$ cat src/rtl/seq_alu.sv
// Handshaked, width-parametrised ALU with a restoring divider.
// Results and status flags are registered and held until the consumer takes them.
module seq_alu #(
  parameter int WIDTH = 16,
  localparam int SHW = $clog2(WIDTH)
) (
  input  logic             clk,
  input  logic             rst,
  input  logic             in_valid,
  output logic             in_ready,
  input  logic [WIDTH-1:0] a,
  input  logic [WIDTH-1:0] b,
  input  logic [3:0]       alu_fun,
  output logic             out_valid,
  input  logic             out_ready,
  output logic [WIDTH-1:0] alu_out,
  output logic             arith_flag,
  output logic             logic_flag,
  output logic             cmp_flag,
  output logic             shift_flag,
  output logic             carry_flag,
  output logic             div_zero
);

  localparam int CNT_W = SHW + 1;

  typedef enum logic [1:0] {S_IDLE, S_DIV, S_DONE} state_e;

  state_e             state_q, state_d;
  logic [WIDTH-1:0]   dvd_q, dvd_d;
  logic [WIDTH-1:0]   dvs_q, dvs_d;
  logic [WIDTH-1:0]   rem_q, rem_d;
  logic [CNT_W-1:0]   cnt_q, cnt_d;
  logic [WIDTH-1:0]   res_q, res_d;
  logic               arith_q, arith_d;
  logic               logic_q, logic_d;
  logic               cmp_q, cmp_d;
  logic               shift_q, shift_d;
  logic               carry_q, carry_d;
  logic               dz_q, dz_d;

  logic [SHW-1:0]     shamt;
  logic [WIDTH:0]     sum_ext;
  logic [WIDTH:0]     diff_ext;
  logic [2*WIDTH-1:0] prod;
  logic [WIDTH-1:0]   op_res;
  logic               op_carry;
  logic               op_dz;

  assign shamt = b[SHW-1:0];

  always_comb begin
    sum_ext  = {1'b0, a} + {1'b0, b};
    diff_ext = {1'b0, a} - {1'b0, b};
    prod     = {{WIDTH{1'b0}}, a} * {{WIDTH{1'b0}}, b};
    op_res   = '0;
    op_carry = 1'b0;
    op_dz    = 1'b0;
    case (alu_fun)
      4'b0000: begin op_res = sum_ext[WIDTH-1:0];  op_carry = sum_ext[WIDTH];  end
      4'b0001: begin op_res = diff_ext[WIDTH-1:0]; op_carry = diff_ext[WIDTH]; end
      4'b0010: begin op_res = prod[WIDTH-1:0]; op_carry = |prod[2*WIDTH-1:WIDTH]; end
      // Only the divide-by-zero case is resolved here; b!=0 goes to the divider.
      4'b0011: begin op_res = '1; op_dz = (b == '0); end
      4'b0100: op_res = a & b;
      4'b0101: op_res = a | b;
      4'b0110: op_res = ~(a & b);
      4'b0111: op_res = ~(a | b);
      4'b1000: op_res = a ^ b;
      4'b1001: op_res = ~(a ^ b);
      4'b1010: op_res = (a == b) ? WIDTH'(1) : '0;
      4'b1011: op_res = (a > b)  ? WIDTH'(2) : '0;
      4'b1100: op_res = (a < b)  ? WIDTH'(3) : '0;
      4'b1101: op_res = a >> shamt;
      4'b1110: op_res = a << shamt;
      4'b1111: op_res = $signed(a) >>> shamt;
      default: op_res = '0;
    endcase
  end

  // One restoring step: shift in the next dividend bit, subtract if it fits.
  logic [WIDTH:0]   rem_sh, rem_sub;
  logic             q_bit;
  logic [WIDTH-1:0] rem_nxt, dvd_nxt;

  always_comb begin
    rem_sh  = {rem_q, dvd_q[WIDTH-1]};
    rem_sub = rem_sh - {1'b0, dvs_q};
    q_bit   = ~rem_sub[WIDTH];
    rem_nxt = q_bit ? rem_sub[WIDTH-1:0] : rem_sh[WIDTH-1:0];
    dvd_nxt = {dvd_q[WIDTH-2:0], q_bit};
  end

  always_comb begin
    state_d = state_q;
    dvd_d   = dvd_q;
    dvs_d   = dvs_q;
    rem_d   = rem_q;
    cnt_d   = cnt_q;
    res_d   = res_q;
    arith_d = arith_q;
    logic_d = logic_q;
    cmp_d   = cmp_q;
    shift_d = shift_q;
    carry_d = carry_q;
    dz_d    = dz_q;
    case (state_q)
      S_IDLE: begin
        if (in_valid) begin
          if (alu_fun == 4'b0011 && b != '0) begin
            dvd_d   = a;
            dvs_d   = b;
            rem_d   = '0;
            cnt_d   = CNT_W'(WIDTH);
            state_d = S_DIV;
          end else begin
            res_d   = op_res;
            carry_d = op_carry;
            dz_d    = op_dz;
            arith_d = (alu_fun <= 4'd3);
            logic_d = (alu_fun >= 4'd4)  && (alu_fun <= 4'd9);
            cmp_d   = (alu_fun >= 4'd10) && (alu_fun <= 4'd12);
            shift_d = (alu_fun >= 4'd13);
            state_d = S_DONE;
          end
        end
      end
      S_DIV: begin
        dvd_d = dvd_nxt;
        rem_d = rem_nxt;
        cnt_d = cnt_q - 1'b1;
        // The final iteration registers its quotient directly so the result
        // lands WIDTH cycles after the non-divide latency.
        if (cnt_q == CNT_W'(1)) begin
          res_d   = dvd_nxt;
          arith_d = 1'b1;
          logic_d = 1'b0;
          cmp_d   = 1'b0;
          shift_d = 1'b0;
          carry_d = 1'b0;
          dz_d    = 1'b0;
          state_d = S_DONE;
        end
      end
      S_DONE: begin
        if (out_ready) state_d = S_IDLE;
      end
      default: state_d = S_IDLE;
    endcase
  end

  always_ff @(posedge clk) begin
    if (rst) begin
      state_q <= S_IDLE;
      dvd_q   <= '0;
      dvs_q   <= '0;
      rem_q   <= '0;
      cnt_q   <= '0;
      res_q   <= '0;
      arith_q <= 1'b0;
      logic_q <= 1'b0;
      cmp_q   <= 1'b0;
      shift_q <= 1'b0;
      carry_q <= 1'b0;
      dz_q    <= 1'b0;
    end else begin
      state_q <= state_d;
      dvd_q   <= dvd_d;
      dvs_q   <= dvs_d;
      rem_q   <= rem_d;
      cnt_q   <= cnt_d;
      res_q   <= res_d;
      arith_q <= arith_d;
      logic_q <= logic_d;
      cmp_q   <= cmp_d;
      shift_q <= shift_d;
      carry_q <= carry_d;
      dz_q    <= dz_d;
    end
  end

  assign in_ready   = (state_q == S_IDLE);
  assign out_valid  = (state_q == S_DONE);
  assign alu_out    = res_q;
  assign arith_flag = arith_q;
  assign logic_flag = logic_q;
  assign cmp_flag   = cmp_q;
  assign shift_flag = shift_q;
  assign carry_flag = carry_q;
  assign div_zero   = dz_q;

endmodule

$ cat config.mk
export PLATFORM = sky130hd
export DESIGN_NAME = seq_alu
export DESIGN_NICKNAME = d
export VERILOG_FILES = /design/src/rtl/seq_alu.sv
export SDC_FILE = /design/constraint.sdc
export NUM_CORES = 1
export LEC_CHECK = 0
export ABC_AREA = 1
export ABC_CLOCK_PERIOD_IN_PS = 9800
export CORE_MARGIN = 4
export CORE_UTILIZATION = 65
export DETAILED_ROUTE_END_ITERATION = 10
export GPL_TIMING_DRIVEN = 1
export PLACE_DENSITY = 0.85
export SLEW_MARGIN = 0
export SYNTH_ARGS = -nofsm -noshare
export SYNTH_HDL_FRONTEND = slang
export SYNTH_SLANG_ARGS = --single-unit
$ cat constraint.sdc
create_clock -name clk -period 9.8 [get_ports clk]
set_input_delay 1.47 -clock clk [delete_from_list [all_inputs] [get_ports clk]]
set_output_delay 1.47 -clock clk [all_outputs]
set_load 0.03 [all_outputs]
==> impl_results.md, run 1 <==
- Status: complete, no violations
- Vias in the first global route: about 18000
- Commonest cells after routing, fill and taps aside: 716 x nand2_1, 550 x inv_1, 197 x fa_1, 171 x ha_1, 161 x a21oi_1
- Dpl cells: between 2000 and 3000
- Die footprint: approximately 0.03 mm^2
- Library cells used by synthesis: 60
- Initial Util: 66.1%
- Hold buffers post-CTS: 0
- Crit path time final: roughly 8.2 ns
- Fraction of registers with async set/reset: 0%
- Fill cells: 2284
- Commonest non-fill, non-tap cell in the layout: nand2_1
- Ys flop type: dfxtp_1
- Crit path top cell by count: nand2_1
- Cell Pwr Density: 306 mW/mm^2
- Yosys top cell area share: a little under a quarter
- Sequential share of the synthesized area: 8.92%
- CTS tree: done
- Initial antenna violation count: 2
- Synth Area per Inst: between 6 and 7 um^2
- Reg2reg end: rem_q[14]
- Gp weighted congestion: 1.15
- CP max stage delay: 1.28 ns
- Slew HR: between 10% and 20%
- Worst R2R Start: dvd_q[15]
- Via count: 18000
- Met3 usage: 11.4%
- Final nets: just over 3000
- DIE HEIGHT: 171 um
- RSZ-0062 raised after global routing: no
- Multi-input combinational cell area: 0.0130 mm^2
- Detailed Route WL: 60.3 mm
- Fin cells: ~3000
- H-tree level count: 3
- R2R Setup Slk: about 7.0 ns
- Max Cap Viol: 0
- Syn nets: 3041
- DRC: 0
- Cell taking the most area after synthesis: fa_1
- Input/output buffers: 63
- Hold crit path type: reg2reg
- Final Max Slew Viols: 0
- Worst setup EP type: flop
- Met2 Usage GRT: 62.5%
- Number of synthesized flops with an enable pin: 0
- Final Hold Vio Count: 0
- Routed WL per cell: 20.4 um
- First-pass GRT wire length: 94.1 mm
- Endpoints failing setup: 0
- Yosys warns: 0
- Sink of the worst hold path: dvs_q[7]
- Post-CTS Setup Repair Bufs: 0
- Seq cells post-synth: 77
- Peak fanout along the critical path: 20
- Area contributors post-synth: fa_1 23%, nand2_1 16%, ha_1 12%
- Leak: around 9.9 nW
- Worst reg-to-reg path cell count: 15
- Row Count: 59
- CP Data Required Time: 10.02 ns
- Fmax: roughly 0.12 GHz
- Count of cells resized by post-cts repair: 0
- Hold depth: 2
- CTS buffer count: 9
- Setup TNS: 0 ns
- Fin crit share: 83.3%
- Worst Hold Launch: dvs_q[7]
- Clk sinks: 77
- Worst skew pair latency: 0.34 ns
- Arrival @ worst endpoint: 8.39 ns
- Area of the core: 0.0261 mm^2
- Worst-case vdd ir drop: a little under 0.0004 V
- Post-Syn Area: roughly 0.017 mm^2
- CP max-delay cell: clkdlybuf4s50_1
- DR iter-0 viols: 2366
- Clock root buffer: clkbuf_16
- CTS max path bufs: 2
- Worst-Margin Slew: 1.22 ns
- Top cell family by delay on the critical path: adder cells
- Die W: 171 um
- Critical path class: in2reg
- Post-route ant nets: 0
- Most Used Layer, Global Route: met2
- Fraction of layout cells with a size suffix above 1: 3.41%
- CP Launch Type: input pin
- Post-Syn Instances: 2633
- Met1 usage: 54.1%
- Total global routing overflow: 0
- Crit path buffers/inverters: 4
- Post-DP HPWL: roughly 48 mm
- Largest net degree at the start of global routing: 47
- Vias per Instance: 6.09
- Ports: 64
- Layout area overhead: 5.50%
- Reg clk slew, reported paths: 0.07 ns
- TritonRoute pass-1 iters: 9
- Setup Skew: 0.0126 ns
- Register area: 0.00154 mm^2
- GRT Total Usage: between 40 and 50%
## worst max-delay path by stage
stage	from	end	slack, ns	cells past startpoint
after floorplan	b[3]	carry_flag	2.75	30
after global placement	a[7]	carry_flag	1.49	30
after detailed placement	a[7]	carry_flag	1.45	26
after CTS	a[7]	carry_flag	1.79	28
after global routing	a[7]	carry_flag	1.47	29
final	a[7]	carry_flag	1.63	27
## tightest hold or removal path, stage by stage (launching register included)
cell	delay (ns)
dfxtp_1	0.30
inv_1	0.06
a21oi_1	0.06
## flip-flops by register name, summed over array words and instances, names as in the netlist
register / count
alu_out: 16
dvd_q: 16
dvs_q: 16
rem_q: 16
cnt_q: 5
state_q: 2
arith_flag: 1
carry_flag: 1
cmp_flag: 1
div_zero: 1
logic_flag: 1
shift_flag: 1
## routing by layer
metal,vias to the layer above,share of wire (%)
met5,-,0.022
met4,2,6.1
met3,292,14
met2,1253,43
met1,8305,37
li1,8112,-
## cells by family (layout without fill, tap and decap cells)
group                      after synthesis  count (layout)  synth area share, %
muxes                                    1               1               0.0579
xor gates and xnor gates                23              23                 1.17
AOI/OAI and AO/OA                      460             460                 15.1
buffers and inverters                  691             671                 15.6
other                                    0               2                    0
and+or+nand+nor                       1013            1013                 23.9
DFF                                     77              77                 8.92
adders and majority gates              368             368                 35.2
## cell type report
cell class,count,share of cell area [%]
multi-input cells,1865,71.5
inverters,569,11.7
flip-flops and latches,77,8.46
repair buffers,86,4.41
well taps,335,2.30
clock buffers,9,1.24
clock inverters,7,0.316
diodes,2,0.0275
## power by group
| part | total, mW | internal (mW) | switching, mW | leakage [nW] |
|---|---|---|---|---|
| Combinational | 4.91 | 1.68 | 3.23 | 9.17 |
| Clock | 0.325 | 0.175 | 0.149 | 0.134 |
| Sequential | 0.336 | 0.328 | 0.00860 | 0.626 |
| Total | 5.57 | 2.19 | 3.39 | 9.93 |
## Yosys cell counts (7+ instances only)
master and n:
nand2_1 716, inv_1 550, fa_1 197, ha_1 171
a21oi_1 161, o21ai_0 157, nor2_1 125, nand3_1 92
dfxtp_1 77, clkbuf_1 54, buf_2 42, a31oi_1 26
o211ai_1 24, nor3_1 21, o22ai_1 20, nand4_1 19
inv_2 16, buf_1 14, o21ai_1 14, xor2_1 12
xnor2_1 11, a211oi_1 9, o21bai_1 8, nor4_1 7
## through the flow
stage                     util, %  setup slack [ns]  total power, mW  instance area, um^2  hold WS, ns
final                        69.8              1.63             5.57                18200        0.466
after global routing         69.7              1.47             6.24                18200        0.486
after CTS                    69.7              1.79             5.48                18200        0.465
after detailed placement     68.7              1.45             5.13                17900        0.453
after global placement       68.7              1.49             5.03                17900        0.451
after floorplan                 -              2.75             3.91                17300        0.435
Power figures use the tool's default switching activity.
==> inputs of run 2 (changes only) <==
- ABC_CLOCK_PERIOD_IN_PS: 9800 -> 7580
- clock period: 9.8 -> 7.58 ns (I/O delays scaled with it)
==> run 2 against run 1 <==
  * Sequential cell count is the same
  * Sequential share of layout area shrank 0.17 points
  * Critical path type unchanged
  * Worst hold slack gained 0.0053 ns
  * Utilization grew 1.4 points
  * Sequential power grew 30%
  * Cell count grew 1.3%
  * Clock power grew 44%
  * Non-clock buffer count grew 39
  * Worst setup slack lost 1.4 ns
  * Total power grew 32%
==> impl_results.md, run 2 (synthesized netlist as in run 1, its figures left out) <==
- Worst Hold Launch: dvs_q[2] (was dvs_q[7])
- DRC: 0 (unchanged)
- Dpl cells: 2971 (was 2932)
- Vias per Instance: 6.14 (was 6.09)
- CTS tree: done (unchanged)
- First-pass GRT wire length: 97.1 mm (was 94.1 mm)
- Commonest cells after routing, fill and taps aside: 716 x nand2_1, 550 x inv_1, 197 x fa_1, 171 x ha_1, 161 x a21oi_1 (unchanged)
- Post-DP HPWL: 51.4 mm (was 47.9 mm)
- Post-route ant nets: 0 (unchanged)
- Fin cells: 2988 (was 2950)
- Worst skew pair latency: 0.36 ns (was 0.34 ns)
- Post-CTS Setup Repair Bufs: 0 (unchanged)
- Status: complete, no violations (unchanged)
- H-tree level count: 3 (unchanged)
- DR iter-0 viols: 2142 (was 2366)
- Total Power: 7.35 mW (was 5.57 mW)
- Crit. Startpoint: b[10] (was a[7])
- Initial antenna violation count: 1 (was 2)
- Peak fanout along the critical path: 13 (was 20)
- Crit path time final: around 7.3 ns
- Arrival @ worst endpoint: 7.53 ns (was 8.39 ns)
- Count of cells resized by post-cts repair: 0 (unchanged)
- Commonest non-fill, non-tap cell in the layout: nand2_1 (unchanged)
- Row Count: 59 (unchanged)
- RSZ-0062 raised after global routing: no (unchanged)
- Register area: 0.00154 mm^2 (unchanged)
- R2R Setup Slk: 4.80 ns (was 6.96 ns)
- Layout area overhead: 7.62% (was 5.50%)
- Crit path top cell by count: nand2_1 (unchanged)
- Detailed Route WL: 62.9 mm (was 60.3 mm)
- Fin crit share: 96.4%
- Worst-case vdd ir drop: 0.000466 V (was 0.000387 V)
- Worst-Margin Slew: 0.924 ns (was 1.22 ns)
- Final Cell Area: 0.0186 mm^2 (was 0.0182 mm^2)
- Endpoints failing setup: 0 (unchanged)
- CTS max path bufs: 2 (unchanged)
- GRT Total Usage: 42.7% (was 41.2%)
- Area of the core: 0.0261 mm^2 (unchanged)
- Worst setup path endpoint: carry_flag (unchanged)
- Hold crit path type: reg2reg (unchanged)
- Final Hold Vio Count: 0 (unchanged)
- Fill cells: 2149 (was 2284)
- Hold buffers post-CTS: 0 (unchanged)
- Gp weighted congestion: 1.09 (was 1.15)
- Clock root buffer: clkbuf_16 (unchanged)
- Ports: 64 (unchanged)
- Die footprint: 0.0293 mm^2 (unchanged)
- Critical path class: in2reg (unchanged)
- CP Launch Type: input pin (unchanged)
- CP max-delay cell: clkdlybuf4s50_1 (unchanged)
- Leak: 10.2 nW (was 9.93 nW)
- Cell Pwr Density: 395 mW/mm^2 (was 306 mW/mm^2)
- Input/output buffers: 63 (unchanged)
- Multi-input combinational cell area: 0.0130 mm^2 (unchanged)
- Reg clk slew, reported paths: 0.06 ns (was 0.07 ns)
- Final Max Slew Viols: 0 (unchanged)
- Routed WL per cell: 21.1 um (was 20.4 um)
- Via count: 18300 (was 18000)
- Worst R2R Start: dvd_q[15] (unchanged)
- DP Worst Slack: 0.0413 ns (was 1.45 ns)
- Worst setup EP type: flop (unchanged)
- Worst reg-to-reg path cell count: 15 (unchanged)
- Placed inst area: 0.0183 mm^2 (was 0.0179 mm^2)
- Largest net degree at the start of global routing: 47 (unchanged)
- Max Cap Viol: 0 (unchanged)
- Total global routing overflow: 0 (unchanged)
- Fmax: around 0.14 GHz
- Vias in the first global route: 17900 (was 17800)
- Initial Util: 66.1% (unchanged)
- CP max stage delay: 0.86 ns (was 1.28 ns)
- Setup TNS: 0 ns (unchanged)
- TritonRoute pass-1 iters: 8 (was 9)
- Final nets: 3055 (was 3016)
- DIE HEIGHT: 171 um (unchanged)
- CTS buffer count: 9 (unchanged)
- Clk sinks: 77 (unchanged)
- Slew HR: 37.8% (was 18.3%)
- Fraction of layout cells with a size suffix above 1: 4.83% (was 3.41%)
- CP Data Required Time: 7.80 ns (was 10.02 ns)
- Reg2reg end: rem_q[14] (unchanged)
- Setup Skew: 0.0173 ns (was 0.0126 ns)
- Final worst slack: 0.274 ns (was 1.63 ns)
- Die W: 171 um (unchanged)
==> run 2: cell count changes in the layout (fill, tap and decap cells not counted) <==
cell	previous run	this run
inv_6	2	0
buf_12	0	4
diode_2	2	1
clkbuf_8	0	1
clkinv_4	1	2
buf_4	23	58
clkinvlp_4	2	1
bufinv_16	0	1
==> run 2: worst max-delay path: cells and delay by family <==
kind                     cells  cell delay (ns)
buffers and inverters        6             1.42
AO/OA/AOI/OAI                1             0.07
adder cells (fa/ha/maj)      7             3.10
AND/OR/NAND/NOR             16             1.78
==> run 2: worst min path at each step <==
stage	slack, ns	end	cells past startpoint
floorplan	0.44	dvs_q[10]	2
global placement	0.45	dvs_q[4]	2
detailed placement	0.46	dvs_q[2]	2
CTS	0.47	logic_flag	2
global route	0.48	rem_q[15]	2
finish	0.47	dvs_q[2]	2
==> run 2: cell type report <==
type	count	share of cell area, %
multi-input cells	1865	70.1
inverters	569	11.5
flip-flops and latches	77	8.29
repair buffers	125	6.16
well taps	335	2.25
clock buffers	10	1.29
clock inverters	6	0.384
diodes	1	0.0135
==> run 2: through the flow <==
step	util (%)	hold WS [ns]
floorplan	-	0.435
finish	71.2	0.472
detailed placement	70.0	0.461
CTS	71.2	0.471
global route	71.2	0.484
global placement	70.0	0.452
==> run 2: per-layer routing <==
| metal | routed length (um) | GRT usage, % | up-vias |
|---|---|---|---|
| met3 | 8010 | 9.89 | 308 |
| met1 | 23200 | 55.2 | 8552 |
| met2 | 27600 | 67.2 | 1300 |
| li1 | - | - | 8189 |
| met5 | 0 | 0 | - |
| met4 | 4150 | 22.1 | 0 |
==> run 2: power breakdown <==
group | internal (mW) | switching [mW] | total, mW
combinational | 2.25 | 4.20 | 6.45
sequential | 0.424 | 0.0126 | 0.437
clock | 0.267 | 0.201 | 0.469
total | 2.94 | 4.42 | 7.35
